## src/rtl/fnd_pkg.sv

```systemverilog
// Shared code words, state encoding and helpers for the FND display arbiter.
package fnd_pkg;

  localparam int unsigned FND_W  = 32;
  localparam int unsigned CODE_W = 3;

  localparam logic [FND_W-1:0] FND_CODE_ERR      = 32'h00EE_0000;
  localparam logic [FND_W-1:0] FND_CODE_PLUS     = 32'h0010_0000;
  localparam logic [FND_W-1:0] FND_CODE_MINUS    = 32'h0020_0000;
  localparam logic [FND_W-1:0] FND_CODE_MULTIPLE = 32'h0030_0000;
  localparam logic [FND_W-1:0] FND_CODE_DIVID    = 32'h0040_0000;
  localparam logic [FND_W-1:0] FND_CODE_MODULO   = 32'h0050_0000;
  localparam logic [FND_W-1:0] FND_CODE_HAPPY    = 32'h00A0_0000;

  localparam int FND_MAX = 999_999;
  localparam int FND_MIN = -99_999;

  typedef enum logic [1:0] {
    ST_VAL = 2'd0,
    ST_MSG = 2'd1,
    ST_ERR = 2'd2
  } fnd_state_e;

  function automatic logic msg_code_valid(input logic [CODE_W-1:0] code);
    return (code != 3'd0) && (code != 3'd7);
  endfunction

  function automatic logic [FND_W-1:0] msg_code_word(input logic [CODE_W-1:0] code);
    logic [FND_W-1:0] word;
    word = '0;
    case (code)
      3'd1:    word = FND_CODE_PLUS;
      3'd2:    word = FND_CODE_MINUS;
      3'd3:    word = FND_CODE_MULTIPLE;
      3'd4:    word = FND_CODE_DIVID;
      3'd5:    word = FND_CODE_MODULO;
      3'd6:    word = FND_CODE_HAPPY;
      default: word = '0;
    endcase
    return word;
  endfunction

  // Six digits with the sign taking the top digit.
  function automatic logic fnd_in_range(input logic [FND_W-1:0] v);
    return ($signed(v) <= FND_MAX) && ($signed(v) >= FND_MIN);
  endfunction

endpackage

```

## src/rtl/fnd_hold_timer.sv

```systemverilog
// Display hold timer: reloads to HOLD_CYCLES-1, counts down, flags zero.
module fnd_hold_timer #(
  parameter int unsigned HOLD_CYCLES = 50_000_000
) (
  input  logic clk,
  input  logic rst_n,
  input  logic load,
  output logic expired_c
);

  localparam int unsigned CNT_W = (HOLD_CYCLES > 1) ? $clog2(HOLD_CYCLES) : 1;
  localparam logic [CNT_W-1:0] RELOAD = CNT_W'(HOLD_CYCLES - 1);

  logic [CNT_W-1:0] count;

  // Stops at zero; only a reload moves it away from zero.
  always_ff @(posedge clk or negedge rst_n) begin
    if (!rst_n) begin
      count <= '0;
    end else if (load) begin
      count <= RELOAD;
    end else if (count != '0) begin
      count <= count - CNT_W'(1);
    end
  end

  assign expired_c = (count == '0);

endmodule

```

## src/rtl/fnd_display_arbiter.sv

```systemverilog
// Arbitrates the FND word between the latched value, timed messages and error notices.
module fnd_display_arbiter
  import fnd_pkg::*;
#(
  parameter int unsigned HOLD_CYCLES = 50_000_000
) (
  input  logic              clk,
  input  logic              rst_n,
  input  logic              val_valid,
  input  logic [FND_W-1:0]  val_data,
  input  logic              msg_req,
  input  logic [CODE_W-1:0] msg_code,
  output logic              msg_ack,
  input  logic              err_req,
  output logic              err_ack,
  output logic [FND_W-1:0]  fnd_serial,
  output logic              busy,
  output logic              ovf
);

  fnd_state_e       state_q, state_d;
  logic             timer_load_c, timer_expired_c, load_msg_c;
  logic             msg_ack_d, err_ack_d, busy_d, ovf_d;
  logic [FND_W-1:0] val_reg, val_d, fnd_d;

  fnd_hold_timer #(.HOLD_CYCLES(HOLD_CYCLES)) u_timer (
    .clk       (clk),
    .rst_n     (rst_n),
    .load      (timer_load_c),
    .expired_c (timer_expired_c)
  );

  always_ff @(posedge clk or negedge rst_n) begin
    if (!rst_n) state_q <= ST_VAL;
    else        state_q <= state_d;
  end

  // Priority err > msg > val; msg is left pending (unacked) while an error is shown.
  always_comb begin
    state_d      = state_q;
    timer_load_c = 1'b0;
    load_msg_c   = 1'b0;
    msg_ack_d    = 1'b0;
    err_ack_d    = 1'b0;
    case (state_q)
      ST_VAL: begin
        if (err_req) begin
          state_d      = ST_ERR;
          timer_load_c = 1'b1;
          err_ack_d    = 1'b1;
        end else if (msg_req) begin
          msg_ack_d = 1'b1;
          if (msg_code_valid(msg_code)) begin
            state_d      = ST_MSG;
            timer_load_c = 1'b1;
            load_msg_c   = 1'b1;
          end
        end
      end
      ST_MSG: begin
        if (err_req) begin
          state_d      = ST_ERR;
          timer_load_c = 1'b1;
          err_ack_d    = 1'b1;
        end else if (msg_req && msg_code_valid(msg_code)) begin
          msg_ack_d    = 1'b1;
          timer_load_c = 1'b1;
          load_msg_c   = 1'b1;
        end else begin
          msg_ack_d = msg_req;
          if (timer_expired_c) state_d = ST_VAL;
        end
      end
      ST_ERR: begin
        if (err_req) begin
          timer_load_c = 1'b1;
          err_ack_d    = 1'b1;
        end else if (timer_expired_c) begin
          state_d = ST_VAL;
          if (msg_req) begin
            msg_ack_d = 1'b1;
            if (msg_code_valid(msg_code)) begin
              state_d      = ST_MSG;
              timer_load_c = 1'b1;
              load_msg_c   = 1'b1;
            end
          end
        end
      end
      default: state_d = ST_VAL;
    endcase
  end

  // Next values of the registered outputs, derived from the next state.
  always_comb begin
    val_d  = val_valid ? val_data : val_reg;
    ovf_d  = !fnd_in_range(val_d);
    busy_d = (state_d != ST_VAL);
    fnd_d  = fnd_serial;
    case (state_d)
      ST_VAL:  fnd_d = ovf_d ? FND_CODE_ERR : val_d;
      ST_MSG:  fnd_d = load_msg_c ? msg_code_word(msg_code) : fnd_serial;
      ST_ERR:  fnd_d = FND_CODE_ERR;
      default: fnd_d = '0;
    endcase
  end

  always_ff @(posedge clk or negedge rst_n) begin
    if (!rst_n) begin
      val_reg    <= '0;
      fnd_serial <= '0;
      msg_ack    <= 1'b0;
      err_ack    <= 1'b0;
      busy       <= 1'b0;
      ovf        <= 1'b0;
    end else begin
      val_reg    <= val_d;
      fnd_serial <= fnd_d;
      msg_ack    <= msg_ack_d;
      err_ack    <= err_ack_d;
      busy       <= busy_d;
      ovf        <= ovf_d;
    end
  end

endmodule

```

## config.mk

```make
export PLATFORM = sky130hd
export DESIGN_NAME = fnd_display_arbiter
export DESIGN_NICKNAME = d
export VERILOG_FILES = /design/src/rtl/fnd_pkg.sv /design/src/rtl/fnd_hold_timer.sv /design/src/rtl/fnd_display_arbiter.sv
export SDC_FILE = /design/constraint.sdc
export NUM_CORES = 1
export LEC_CHECK = 0
export BUFFER_PORTS_ARGS = -buffer_cell sky130_fd_sc_hd__buf_2
export CAP_MARGIN = 0
export CORE_UTILIZATION = 51
export DETAILED_ROUTE_END_ITERATION = 8
export GPL_ROUTABILITY_DRIVEN = 0
export PLACE_DENSITY = 0.76
export SLEW_MARGIN = 20
export SYNTH_ARGS = -nofsm -noshare
export SYNTH_HDL_FRONTEND = slang
export SYNTH_SLANG_ARGS = --single-unit
```

## constraint.sdc

```tcl
create_clock -name clk -period 2.67 [get_ports clk]
set_input_delay 0.267 -clock clk [delete_from_list [all_inputs] [get_ports clk]]
set_output_delay 0.267 -clock clk [all_outputs]
set_load 0.01 [all_outputs]
```

* Word level (Yosys, flattened, before mapping)
Cells that the tools add are included.
** Storage, ports and cells
- Word-level logic and storage cells :: 74
- Register bits :: 96
- Input port bits :: 40
** Cells by class
- Equal/unequal tests :: 12
- $lt $le $gt $ge :: 2
- Reductions and logical operators :: 12
- Multiplexer cells :: 39
- $add $sub $neg :: 1
** Operator list (number)
- case mux 24 bit (6 select lines) :: 1
- two-way mux 32 bit :: 3
- case mux 32 bit (3 select lines) :: 1
- two-way mux 26 bit :: 2
- greater-or-equal comparator 32 x 18 -> 1 bit (second input constant) :: 1
- <= comparator 32 x 21 -> 1 bit (second input constant) :: 1
- zero test 26 bit :: 1
- nonzero test 26 bit :: 1
- subtractor 26 x 1 -> 26 bit (second input constant) :: 1
- two-way mux 1 bit :: 20
- two-way mux 2 bit :: 8
- equality test 3 bit (second input constant) :: 3
- case mux 1 bit (3 select lines) :: 3
- equality test 3 x 2 -> 1 bit (second input constant) :: 2
- case mux 2 bit (3 select lines) :: 1
- equality test 2 x 1 -> 1 bit (second input constant) :: 2
- equality test 2 bit (second input constant) :: 2
- zero test 2 bit :: 2
- nonzero test 2 bit :: 2
- equality test 3 x 1 -> 1 bit (second input constant) :: 1
- logical AND 1 bit :: 3
- != test 3 bit (second input constant) :: 1
- nonzero test 3 bit :: 1
- OR reduction 3 bit :: 1
- 2 further kinds :: 2

* Logic depth before layout (Yosys ltp)
Gate-level depths: netlist of run 1.
- Depth in word-level cells :: 9
- Depth in mapped cells :: 11
- Mapped depth without buffers :: 10

* By module
A second synthesis of run 1 with hierarchy kept.
** Second synthesis, totals
- Cell total of the unflattened synthesis :: 416
- Area total of the unflattened synthesis :: 4695.8 um^2
** Modules (own cells, without submodules)
- fnd_display_arbiter :: seq. area each 1751.7 um^2, area an instance 3276.9 um^2, instances 1, cells each 268
- fnd_hold_timer :: seq. area each 650.6 um^2, area an instance 1418.9 um^2, instances 1, cells each 148

* Worst setup path before layout of run 1
Ideal clock, no wire load.
- Path kind :: register to register
- From :: register u_timer.count[0]
- To :: register fnd_serial[23]
- Data arrival time :: 2.498 ns
- Buffers on the path :: 2
- Cell stages (with the launch flop) :: 12
- Slack :: 0.046 ns
- Clock period less this slack :: 2.624 ns
- Setup time :: 0.126 ns
- Cell sequence :: dfrtp_1 -> inv_1 -> ha_1 -> or4b_4 -> nor3_4 -> a311oi_1 -> nor3_4 -> nor2_2 -> and3_1 -> buf_6 -> buf_6 -> a221o_1
** Between the ends
- Word-level cells in the longest chain between the ends :: 7
** Ends and longest elaborated chain
- start, declared :: RTL line fnd_hold_timer.sv:14 : logic [CNT_W-1:0] count;
- start signal, assigned :: RTL line fnd_hold_timer.sv:23 : count <= count - CNT_W'(1);
- zero test 26 bit (*) :: RTL line fnd_hold_timer.sv:27 : assign expired_c = (count == '0);
- two-way mux 2 bit :: RTL line fnd_display_arbiter.sv:71 : if (timer_expired_c) state_d = ST_VAL;
- two-way mux 2 bit :: RTL line fnd_display_arbiter.sv:65 : end else if (msg_req && msg_code_valid(msg_code)) begin
- two-way mux 2 bit :: RTL line fnd_display_arbiter.sv:61 : if (err_req) begin
- case mux 2 bit (3 select lines) (*) :: RTL line fnd_display_arbiter.sv:45 : case (state_q)
- via state_d[0] :: RTL line fnd_display_arbiter.sv:21 : fnd_state_e state_q, state_d;
- equality test 2 bit, or another cell as far along :: RTL line fnd_display_arbiter.sv:100 : case (state_d)
- case mux 32 bit (3 select lines) / != test 2 bit (equally long branches)
- end signal, assigned :: RTL line fnd_display_arbiter.sv:118 : fnd_serial <= fnd_d;
- end, declared :: RTL line fnd_display_arbiter.sv:16 : output logic [FND_W-1:0] fnd_serial,
The timed path passes the listed nets; every way through them passes the cells marked *.
A chain may end at the register's enable or synchronous reset.

* Worst setup path after layout of run 1
- From :: register u_timer.count[1]
- To :: register fnd_serial[1]
** Between the ends
- Word-level cells in the longest chain between the ends :: 7
** Ends and longest elaborated chain (RTL line)
- zero test 26 bit (*) :: fnd_hold_timer.sv:27
- two-way mux 2 bit :: fnd_display_arbiter.sv:71
- two-way mux 2 bit :: fnd_display_arbiter.sv:65
- two-way mux 2 bit :: fnd_display_arbiter.sv:61
- case mux 2 bit (3 select lines) :: fnd_display_arbiter.sv:45
- equality test 2 bit, or another cell as far along :: fnd_display_arbiter.sv:100
- case mux 32 bit (3 select lines) / != test 2 bit (equally long branches)
Every way passes the cells marked *; elsewhere a longest branch is shown, timed or not.

==> metrics.md, run 1 <==
| Metric | Value |
|---|---|
| Run status | `complete, no violations` |
| Max frequency | `390 MHz` |
| CP max FO | `18` |
| CTS H-tree lvls | `3` |
| Post-synth top area share | `0.522` |
| #FFs+latches synth | `96` |
| Cell taking the most area after synthesis | `dfrtp_1` |
| Final min period | `2.56 ns` |
| Post-synth top cells | `96 x dfrtp_1, 39 x nand2_1, 24 x nor2_1, 23 x mux2_2, 16 x nor3_1` |
| Initial DRC Count | `178` |
| Largest family of logic cells by synthesized area | `simple AND/OR/NAND/NOR gates` |
| Worst-Skew Late Latency | `0.36 ns` |
| First-pass GRT wire length | `17,700 microns` |
| RSZ-0062 raised after global routing | `no` |
| Root Buffer | `clkbuf_8` |
| Core ar. | `8720 sq um` |
| WL final | `10,400 microns` |
| Max-cap violations | `0` |
| DR vias/cell | `5.72` |
| Simple-gate share of the synthesized area | `0.174` |
| Critical Path, Cell by Cell | `inv_1 -> ha_1 -> or4b_4 -> nor3_4 -> buf_4 -> a311o_1 -> nand3b_1 -> and3_4 -> buf_12 -> a32o_1` |
| Nets | `564` |
| Skew final | `0.0166 ns` |
| Crit-path max cell delay | `0.53 ns` |
| Critical path endpoint category | `register` |
| Syn Inst Count | `413` |
| CP required | `2.92 ns` |
| Final HPWL DP | `7720 microns` |
| Synth Area in Adders | `0.0163` |
| XOR/XNOR Fraction of Synth Area | `0.0457` |
| Crit path buf inv count | `3` |
| EDFF count, synth | `0` |
| Io pins | `76` |
| Synthesis-to-finish area growth | `20.5%` |
| Postcts setup bufs | `0` |
| Layout cells sized above 1 | `0.329` |
| Drt wl/cell | `16.5 microns` |
| Multiplexer share of the synthesized area | `0.0650` |
| Async set-or-reset flop fraction in the synthesized netlist | `1.00` |
| Hold Path Class | `input port to register` |
| Setup violations, final | `0` |
| Register area share after synthesis | `0.522` |
| Die height | `97.0 microns` |
| Most frequent cell after synthesis | `dfrtp_1` |
| Largest cells by area after synthesis | `dfrtp_1 52%, mux2_2 5.6%, nand2_1 3.2%` |
| Slew margin rel. | `0.520` |
| Clock sink count | `96` |
| Setup CP Type | `register to register` |
| Syn Nets | `459` |
| Vias in the first global route | `3,641` |
| Power per Cell Area | `676 nW/um^2` |
| Die Wd | `97.0 microns` |
| Initial DRT Pass Iterations | `4` |
| Diode count | `0` |
| Die area | `9400 sq um` |
| Final Util | `0.635` |
| # port buffers | `75` |
| Worst IR drop on VDD | `0.492 mV` |
| Initial antenna violation count | `0` |
| Final hold vios | `0` |
| Synth Cell Area | `4600 sq um` |
| Max clock buf depth | `2` |
| Gr ovfl total | `0` |
| Crit path DAT | `2.81 ns` |
| Core Rows | `34` |
| Slowest CP cell | `or4b_4` |
| Leak | `2.52 nW` |
| Largest net degree at the start of global routing | `59` |
| Slew Viols, Final | `0` |
| DR DRC count | `0` |
| Largest delay share family, worst path | `simple AND/OR/NAND/NOR gates` |
| CTS buffer count | `9` |
| Number of synthesis warnings | `0` |
| Slew @ Worst Pin | `0.721 ns` |
| Startpoint Class | `register` |
| Final period utilization | `0.960` |
| Via Count | `3,610` |
| Distinct cells, synth | `62` |
| Clk slew on worst S/H paths | `0.10 ns` |
| Compound-Gate Fraction of Synth Area | `0.142` |
| Mean post-synth cell area | `11.1 sq um` |
| Most common flop cell mapped by yosys | `dfrtp_1` |
| Gr usage total | `0.233` |
| Initial core utilization | `0.527` |
| Post-route ant nets | `0` |
| Final setup TNS | `0 ns` |
| CTS tree | `built` |
[path summary, 6_finish.rpt]
| check | cells after the start | endpoint | from | slack (ns) |
|---|---|---|---|---|
| hold reg to reg | 1 | fnd_serial[30] | fnd_serial[30] | 0.49 |
| min in group asynchronous | 2 | fnd_serial[8] | rst_n | 0.50 |
| setup reg to reg | 10 | fnd_serial[1] | u_timer.count[1] | 0.11 |
| max in group asynchronous | 3 | u_timer.count[16] | rst_n | 1.49 |
| setup / recovery | 10 | fnd_serial[1] | u_timer.count[1] | 0.11 |
| hold / removal | 3 | val_reg[27] | val_data[27] | 0.16 |
[final cells by class]
type	count	area (sq um)
Sequential cell	96	2400
Timing Repair Buffer	112	691
Tap cell	108	135
Inverter	16	60.1
Clock buffer	9	124
Multi-Input combinational cell	283	2070
Clock inverter	7	60.1
Fill cell	699	3180
[logic make-up after synthesis]
kind of cell	count (synthesis)
buffers and inverters	34
multiplexers	27
flip-flops	96
adder cells (fa/ha/maj)	6
AND/OR/NAND/NOR	144
XOR/XNOR	24
AO/OA/AOI/OAI	82
[report_power, final]
group	leakage (nW)	switching, mW	internal [mW]
Sequential	1.14	0.0835	1.58
Combinational	1.29	0.698	0.483
Clock	0.0901	0.540	0.357
[layer usage]
metal  vias to the layer above  track usage  wire length, microns
met2                        94        0.372                  5010
met5                         -            0                     0
met3                        11       0.0340                   452
li1                       1717            -                     -
met4                         0       0.0654                   140
met1                      1788        0.332                  4800
[worst reg2reg max path, delay by kind of cell, from the launching register on]
family | cells | cell delay [ns]
and+or+nand+nor | 4 | 1.12
adders and majority gates | 1 | 0.14
buffers and inverters | 3 | 0.42
AOI/OAI and AO/OA | 2 | 0.41
DFF | 1 | 0.39
[through the flow]
stage | cells | power, mW | worst slack [ns] | hold WS, ns | instance area (sq um)
after CTS | 631 | 3.73 | 0.0528 | 0.144 | 5510
after detailed placement | 614 | 2.83 | -0.0412 | 0.373 | 5310
after global placement | 614 | 2.79 | 0.0660 | 0.364 | 5310
final | 631 | 3.74 | 0.107 | 0.159 | 5540
after floorplan | 413 | 2.40 | 0.0460 | -0.0286 | 4600
after global routing | 631 | 3.96 | 0.00837 | 0.155 | 5540
[layout by cell type (no fill, tap or decap), types with 10 or more instances in the layout]
master	n
dfrtp_1	96
buf_2	74
nand2_1	39
buf_4	33
nor2_1	24
mux2_2	23
nor3_1	16
inv_1	15
xnor2_1	15
a32o_1	13
a21o_1	11
nand3_1	10
a21oi_1	10
[what timing repair did]
item | CTS | global route
pin swaps | 0 | 1
hold buffers | 1 | 0
setup endpoints to repair | 22 | 30
endpoints found under the hold margin | 57 | 0
resized for setup | 1 | 8
No activity file was read; power rests on OpenSTA's default activity.
==> inputs of run 2 (changes only) <==
- CORE_UTILIZATION: 51 -> 56
- PLACE_DENSITY: 0.76 -> 0.79
- clock period: 2.67 -> 2.6 ns (I/O delays scaled with it)
==> run 2 against run 1 <==
The flow now finishes with violations (negative setup slack); die area down 8.7%; worst setup slack worse by 0.16 ns; critical path depth unchanged; global-route usage up 4.2 points; worst hold slack better by 0.0081 ns; register-to-register slack worse by 0.16 ns.
==> metrics.md, run 2 (same netlist as run 1, synthesis figures left out) <==
| Metric | Value |
|---|---|
| Max frequency | `378 MHz` |
| Gr usage total | `0.274` |
| Core Rows | `32` |
| CP required | `2.85 ns` |
| Slew Viols, Final | `0` |
| Diode count | `0` |
| Critical path endpoint category | `register` |
| Crit path buf inv count | `2` |
| Startpoint Class | `register` |
| Root Buffer | `clkbuf_8` |
| Synthesis-to-finish area growth | `23.2%` |
| Switching share of power | `0.343` |
| DR top layer | `met4` |
| Hold Path Class | `input port to register` |
| Tot Pwr | `4.05 mW` |
| WL final | `11,400 microns` |
| Min Hold Slack | `0.167 ns` |
| Post-route ant nets | `0` |
| Io pins | `76` |
| CTS buffer count | `9` |
| Largest net degree at the start of global routing | `57` |
| Die height | `92.6 microns` |
| Metal2 WL | `5580 microns` |
| Failing checks | `negative setup slack` |
| Final period utilization | `1.02` |
| Logic pwr share | `0.326` |
| # port buffers | `75` |
| CTS tree | `built` |
| Max-cap violations | `0` |
| Skew final | `0.0127 ns` |
| Nets | `570` |
| Power per Cell Area | `714 nW/um^2` |
| First-pass GRT wire length | `18,200 microns` |
| Initial antenna violation count | `0` |
| Leak | `2.57 nW` |
| Layout cells sized above 1 | `0.350` |
| Final hold vios | `0` |
| Max clock buf depth | `2` |
| Vias in the first global route | `3,740` |
| Non-Filler Instances | `631` |
| Initial DRC Count | `212` |
| Fillers | `570` |
| Slowest CP cell | `or4b_4` |
| Drt wl/cell | `18.0 microns` |
| Worst-Skew Late Latency | `0.36 ns` |
| Slew margin rel. | `0.510` |
| Largest delay share family, worst path | `simple AND/OR/NAND/NOR gates` |
| Crit path DAT | `2.90 ns` |
| Slew @ Worst Pin | `0.735 ns` |
| Clock share of power | `0.247` |
| Most frequent cells in the layout | `96 x dfrtp_1, 74 x buf_2, 38 x nand2_1` |
| DR DRC count | `0` |
| Metal1 wirelength | `4850 microns` |
| Via Count | `3,817` |
| Initial DRT Pass Iterations | `5` |
| Seq pwr share | `0.426` |
| Switch Pwr | `1.39 mW` |
| Final HPWL DP | `8150 microns` |
| Final setup TNS | `-0.168 ns` |
| DR vias/cell | `6.05` |
| Pre-CTS setup slack | `-0.172 ns` |
| Initial core utilization | `0.586` |
| Crit-path max cell delay | `0.51 ns` |
| Metal3 WL | `703 microns` |
| Placed cell count | `611` |
| Die area | `8580 sq um` |
| Clock sink count | `96` |
| Gr ovfl total | `0` |
| Clk slew on worst S/H paths | `0.09 ns` |
| CTS H-tree lvls | `3` |
| RSZ-0062 raised after global routing | `yes` |
| Run status | `finished, violations left` |
| Internal Power | `2.66 mW` |
| Core ar. | `7850 sq um` |
| Worst IR drop on VDD | `0.547 mV` |
| Critical Path, Cell by Cell | `inv_2 -> ha_4 -> or4b_4 -> nor4_4 -> a21oi_2 -> nor3_4 -> nor2_2 -> and3_4 -> buf_12 -> a221o_1` |
| Final setup margin | `-0.0490 ns` |
| Final min period | `2.65 ns` |
| Die Wd | `92.6 microns` |
| CP max FO | `6` |
| Commonest non-fill, non-tap cell in the layout | `dfrtp_1` |
| Setup CP Type | `register to register` |
| Setup violations, final | `4` |
[run 2: cell types whose count changed in the layout (fill, tap and decap cells not counted), moves of 2 or more]
cell | previous run | this run
buf_4 | 33 | 37
inv_8 | 2 | 0
inv_1 | 15 | 13
inv_2 | 1 | 3
[run 2: worst paths after layout]
path                                  end  slack, ns  cells after the start             start
hold / removal                val_reg[17]       0.17                      3      val_data[17]
hold reg to reg            fnd_serial[26]       0.48                      1    fnd_serial[26]
min in group asynchronous  fnd_serial[31]       0.49                      2             rst_n
setup reg to reg           fnd_serial[23]      -0.05                     10  u_timer.count[1]
setup / recovery           fnd_serial[23]      -0.05                     10  u_timer.count[1]
max in group asynchronous     val_reg[29]       1.44                      3             rst_n
[run 2: repair_timing]
action,CTS,global route
buffers inserted,0,3
endpoints found under the setup margin,4,32
pin swaps,0,11
hold buffers,1,0
hold endpoints to repair,54,0
cloned,0,1
resized for setup,3,15
[run 2: worst register-to-register path: cells and delay by family, from the launching register on]
| kind | cells | cell delay (ns) |
|---|---|---|
| AO/OA/AOI/OAI | 2 | 0.43 |
| buffers and inverters | 2 | 0.23 |
| flip-flops | 1 | 0.41 |
| adder cells (fa/ha/maj) | 1 | 0.11 |
| AND/OR/NAND/NOR | 5 | 1.37 |
[run 2: layout make-up]
| type | instances | area [sq um] | share of cell area |
|---|---|---|---|
| well taps | 102 | 128 | 0.0225 |
| repair buffers | 118 | 769 | 0.136 |
| clock inverters | 6 | 67.6 | 0.0119 |
| flip-flops and latches | 96 | 2400 | 0.424 |
| clock buffers | 10 | 138 | 0.0243 |
| multi-input cells | 283 | 2100 | 0.371 |
| inverters | 16 | 60.1 | 0.0106 |
[run 2: power by group through the flow]
stage	clock network [mW]	logic [mW]	registers, mW
5_1_grt	1.08	1.43	1.74
4_1_cts	1.02	1.19	1.72
6_report	1.00	1.32	1.73
3_3_place_gp	0	1.13	1.74
2_1_floorplan	0	0.716	1.75
3_5_place_dp	0	1.18	1.74
[run 2: routing by layer]
layer	global-route usage	vias up
met2	0.452	136
met4	0.0821	0
met5	0	-
met1	0.366	1930
li1	-	1734
met3	0.0599	17
[run 2: through the flow]
step | utilization | cell area [sq um]
2_1_floorplan | - | 4600
3_3_place_gp | 0.679 | 5330
3_5_place_dp | 0.679 | 5330
4_1_cts | 0.708 | 5560
5_1_grt | 0.722 | 5670
6_report | 0.722 | 5670
==> inputs of run 3 (changes only) <==
- ABC_AREA: not set -> 1
==> run 3 against run 2 <==
The run now ends clean; critical path type unchanged; die area up 5.7%; via count up 11%; sequential power about the same.
==> metrics.md, run 3 <==
| Metric | Value |
|---|---|
| Run status | `complete, no violations` |
| R2R depth | `14` |
| #FFs+latches synth | `96` |
| Switching share of power | `0.342` |
| Post-synth top cells | `241 x nand2_1, 96 x dfrtp_1, 68 x inv_1, 63 x nor2_1, 24 x nand3_1` |
| Clk slew on worst S/H paths | `0.09 ns` |
| Hold Path Class | `input port to async pin` |
| Post-synth top area share | `0.494` |
| Core ar. | `8300 sq um` |
| Final setup TNS | `0 ns` |
| Setup CP Type | `register to register` |
| Fillers | `709` |
| DR vias/cell | `5.22` |
| Worst Setup EP | `fnd_serial[24]` |
| Mean post-synth cell area | `7.81 sq um` |
| Non-Filler Instances | `812` |
| Setup violations, final | `0` |
| Die height | `95.2 microns` |
| Io pins | `76` |
| Post-route ant nets | `0` |
| Crit-path max cell delay | `0.42 ns` |
| Crit path buf inv count | `2` |
| Slew margin rel. | `0.379` |
| Initial core utilization | `0.586` |
| Syn Inst Count | `623` |
| Via Count | `4,241` |
| Initial DRC Count | `209` |
| Register area share after synthesis | `0.494` |
| Root Buffer | `clkbuf_8` |
| EDFF count, synth | `0` |
| Die area | `9070 sq um` |
| Final setup margin | `0.342 ns` |
| Number of synthesis warnings | `0` |
| Final min period | `2.26 ns` |
| Top cell by count, worst path | `nand2_1` |
| Core Rows | `33` |
| Drt wl/cell | `13.4 microns` |
| Die Wd | `95.2 microns` |
| Postcts setup bufs | `0` |
| Hold-fix buffers at CTS | `0` |
| Synthesis-to-finish area growth | `13.9%` |
| Startpoint Class | `register` |
| Worst r2r src | `u_timer.count[16]` |
| WL final | `10,900 microns` |
| Clock sink count | `96` |
| Critical Path, Cell by Cell | `nor2_1 -> nand2_1 -> nor2_2 -> nand2_1 -> nor2_2 -> nand2_1 -> nand2_1 -> inv_1 -> nand2_1 -> nand2_1 -> nand4_1 -> clkinv_2 -> nand2_1 -> nand2_1` |
| Multiplexer share of the synthesized area | `0` |
| Worst Setup SP | `u_timer.count[16]` |
| Slowest CP cell | `dfrtp_1` |
| Switch Pwr | `1.32 mW` |
| Pre-CTS setup slack | `0.229 ns` |
| Max frequency | `443 MHz` |
| Nets | `749` |
| Syn Nets | `669` |
| Final HPWL DP | `7720 microns` |
| Final hold vios | `0` |
| CTS tree | `built` |
| Final Util | `0.668` |
| Initial DRT Pass Iterations | `5` |
| Vias in the first global route | `3,975` |
| CP Depth | `14` |
| DR DRC count | `0` |
| Synth Area in Adders | `0.0154` |
| Slew @ Worst Pin | `0.931 ns` |
| Layout cells sized above 1 | `0.184` |
| CP max FO | `16` |
| RSZ-0062 raised after global routing | `no` |
| Placed cell count | `796` |
| First-pass GRT wire length | `17,900 microns` |
| Initial antenna violation count | `0` |
| Diode count | `0` |
| Distinct cells, synth | `40` |
| Simple-gate share of the synthesized area | `0.334` |
| Most frequent cells in the layout | `240 x nand2_1, 96 x dfrtp_1, 74 x buf_2` |
| Final period utilization | `0.868` |
| Register-to-register setup slack | `0.34 ns` |
| Crit path DAT | `2.50 ns` |
| Clock share of power | `0.281` |
| CTS H-tree lvls | `3` |
| CP required | `2.85 ns` |
| Largest family of logic cells by synthesized area | `simple AND/OR/NAND/NOR gates` |
| Largest cells by area after synthesis | `dfrtp_1 49%, nand2_1 19%, inv_1 5.2%` |
| Most frequent cell after synthesis | `nand2_1` |
| Slew Viols, Final | `0` |
| Multi-input gate area | `2070 sq um` |
| Seq pwr share | `0.456` |
| Logic pwr share | `0.262` |
| Commonest non-fill, non-tap cell in the layout | `nand2_1` |
| CTS buffer count | `9` |
| Largest net degree at the start of global routing | `76` |
| Max-cap violations | `0` |
| Skew final | `0.0107 ns` |
| Cell taking the most area after synthesis | `dfrtp_1` |
| Compound-Gate Fraction of Synth Area | `0.0524` |
| XOR/XNOR Fraction of Synth Area | `0.0234` |
| Critical path endpoint category | `register` |
| Reg-to-reg endpoint | `fnd_serial[24]` |
| Leak | `2.95 nW` |
| Tot Pwr | `3.86 mW` |
| Async set-or-reset flop fraction in the synthesized netlist | `1.00` |
| Most common flop cell mapped by yosys | `dfrtp_1` |
| Worst IR drop on VDD | `0.315 mV` |
| # port buffers | `75` |
| Worst-Skew Late Latency | `0.36 ns` |
| Max clock buf depth | `2` |
| Power per Cell Area | `696 nW/um^2` |
| Internal Power | `2.54 mW` |
| Gr ovfl total | `0` |
| Gr usage total | `0.254` |
| FF/Latch Area | `2400 sq um` |
| Synth Cell Area | `4870 sq um` |
| Largest delay share family, worst path | `simple AND/OR/NAND/NOR gates` |
## run 3: changes by cell type after synthesis, moves of 11 or more
cell,change
a21o_1,-11
a32o_1,-13
inv_1,+53
mux2_2,-23
nand2_1,+202
nand3_1,+14
nor2_1,+39
## run 3: worst reg2reg max path, stage by stage (launching register included)
cell	delay, ns
dfrtp_1	0.42
nor2_1	0.16
nand2_1	0.11
nor2_2	0.17
nand2_1	0.12
nor2_2	0.18
nand2_1	0.07
nand2_1	0.07
inv_1	0.05
nand2_1	0.07
nand2_1	0.08
nand4_1	0.18
clkinv_2	0.28
nand2_1	0.13
nand2_1	0.05
## run 3: cell families (layout without fill, tap and decap cells)
kind of cell,count (synthesis),in the layout
AOI/OAI and AO/OA,42,42
xor gates and xnor gates,13,13
adders and majority gates,6,6
buffers and inverters,86,170
DFF,96,96
and+or+nand+nor,380,380
## run 3: cell type report
| class | instances | area share |
|---|---|---|
| Sequential cell | 96 | 0.433 |
| Multi-Input combinational cell | 441 | 0.374 |
| Timing Repair Buffer | 82 | 0.0776 |
| Inverter | 72 | 0.0517 |
| Tap cell | 105 | 0.0237 |
| Clock buffer | 9 | 0.0223 |
| Clock inverter | 6 | 0.0169 |
| Timing Repair inverter | 1 | 0.000903 |
## run 3: layer usage
metal | up-vias | track usage | share of wire
met5 | - | 0 | 0
met4 | 0 | 0.0821 | 0.014
met3 | 22 | 0.0391 | 0.056
met2 | 136 | 0.407 | 0.48
met1 | 1995 | 0.354 | 0.45
li1 | 2088 | - | -
## run 3: what timing repair did
action | in CTS | in global routing
resized for setup | 0 | 6
hold endpoints to repair | 0 | 0
endpoints found under the setup margin | 0 | 32
## run 3: stage by stage
stage / area (sq um) / hold WS (ns)
after floorplan: 4870 / -0.0356
after global placement: 5310 / 0.452
after detailed placement: 5310 / 0.457
after CTS: 5520 / 0.0744
after global routing: 5540 / 0.113
final: 5540 / 0.0271
## run 3: worst min path at each step
stage	end	startpoint	slack (ns)
5_1_grt	u_timer.count[20]	rst_n	0.11
4_1_cts	fnd_serial[27]	rst_n	0.07
3_5_place_dp	u_timer.count[20]	rst_n	0.46
3_3_place_gp	fnd_serial[26]	fnd_serial[26]	0.45
6_report	u_timer.count[17]	rst_n	0.03
2_1_floorplan	busy	rst_n	-0.04
## run 3: power groups by stage
stage | Combinational, mW | Sequential [mW] | Clock, mW
after floorplan | 0.636 | 1.82 | 0
after global placement | 0.938 | 1.79 | 0
after detailed placement | 0.979 | 1.79 | 0
after CTS | 0.985 | 1.76 | 1.09
after global routing | 1.16 | 1.78 | 1.16
final | 1.01 | 1.76 | 1.08
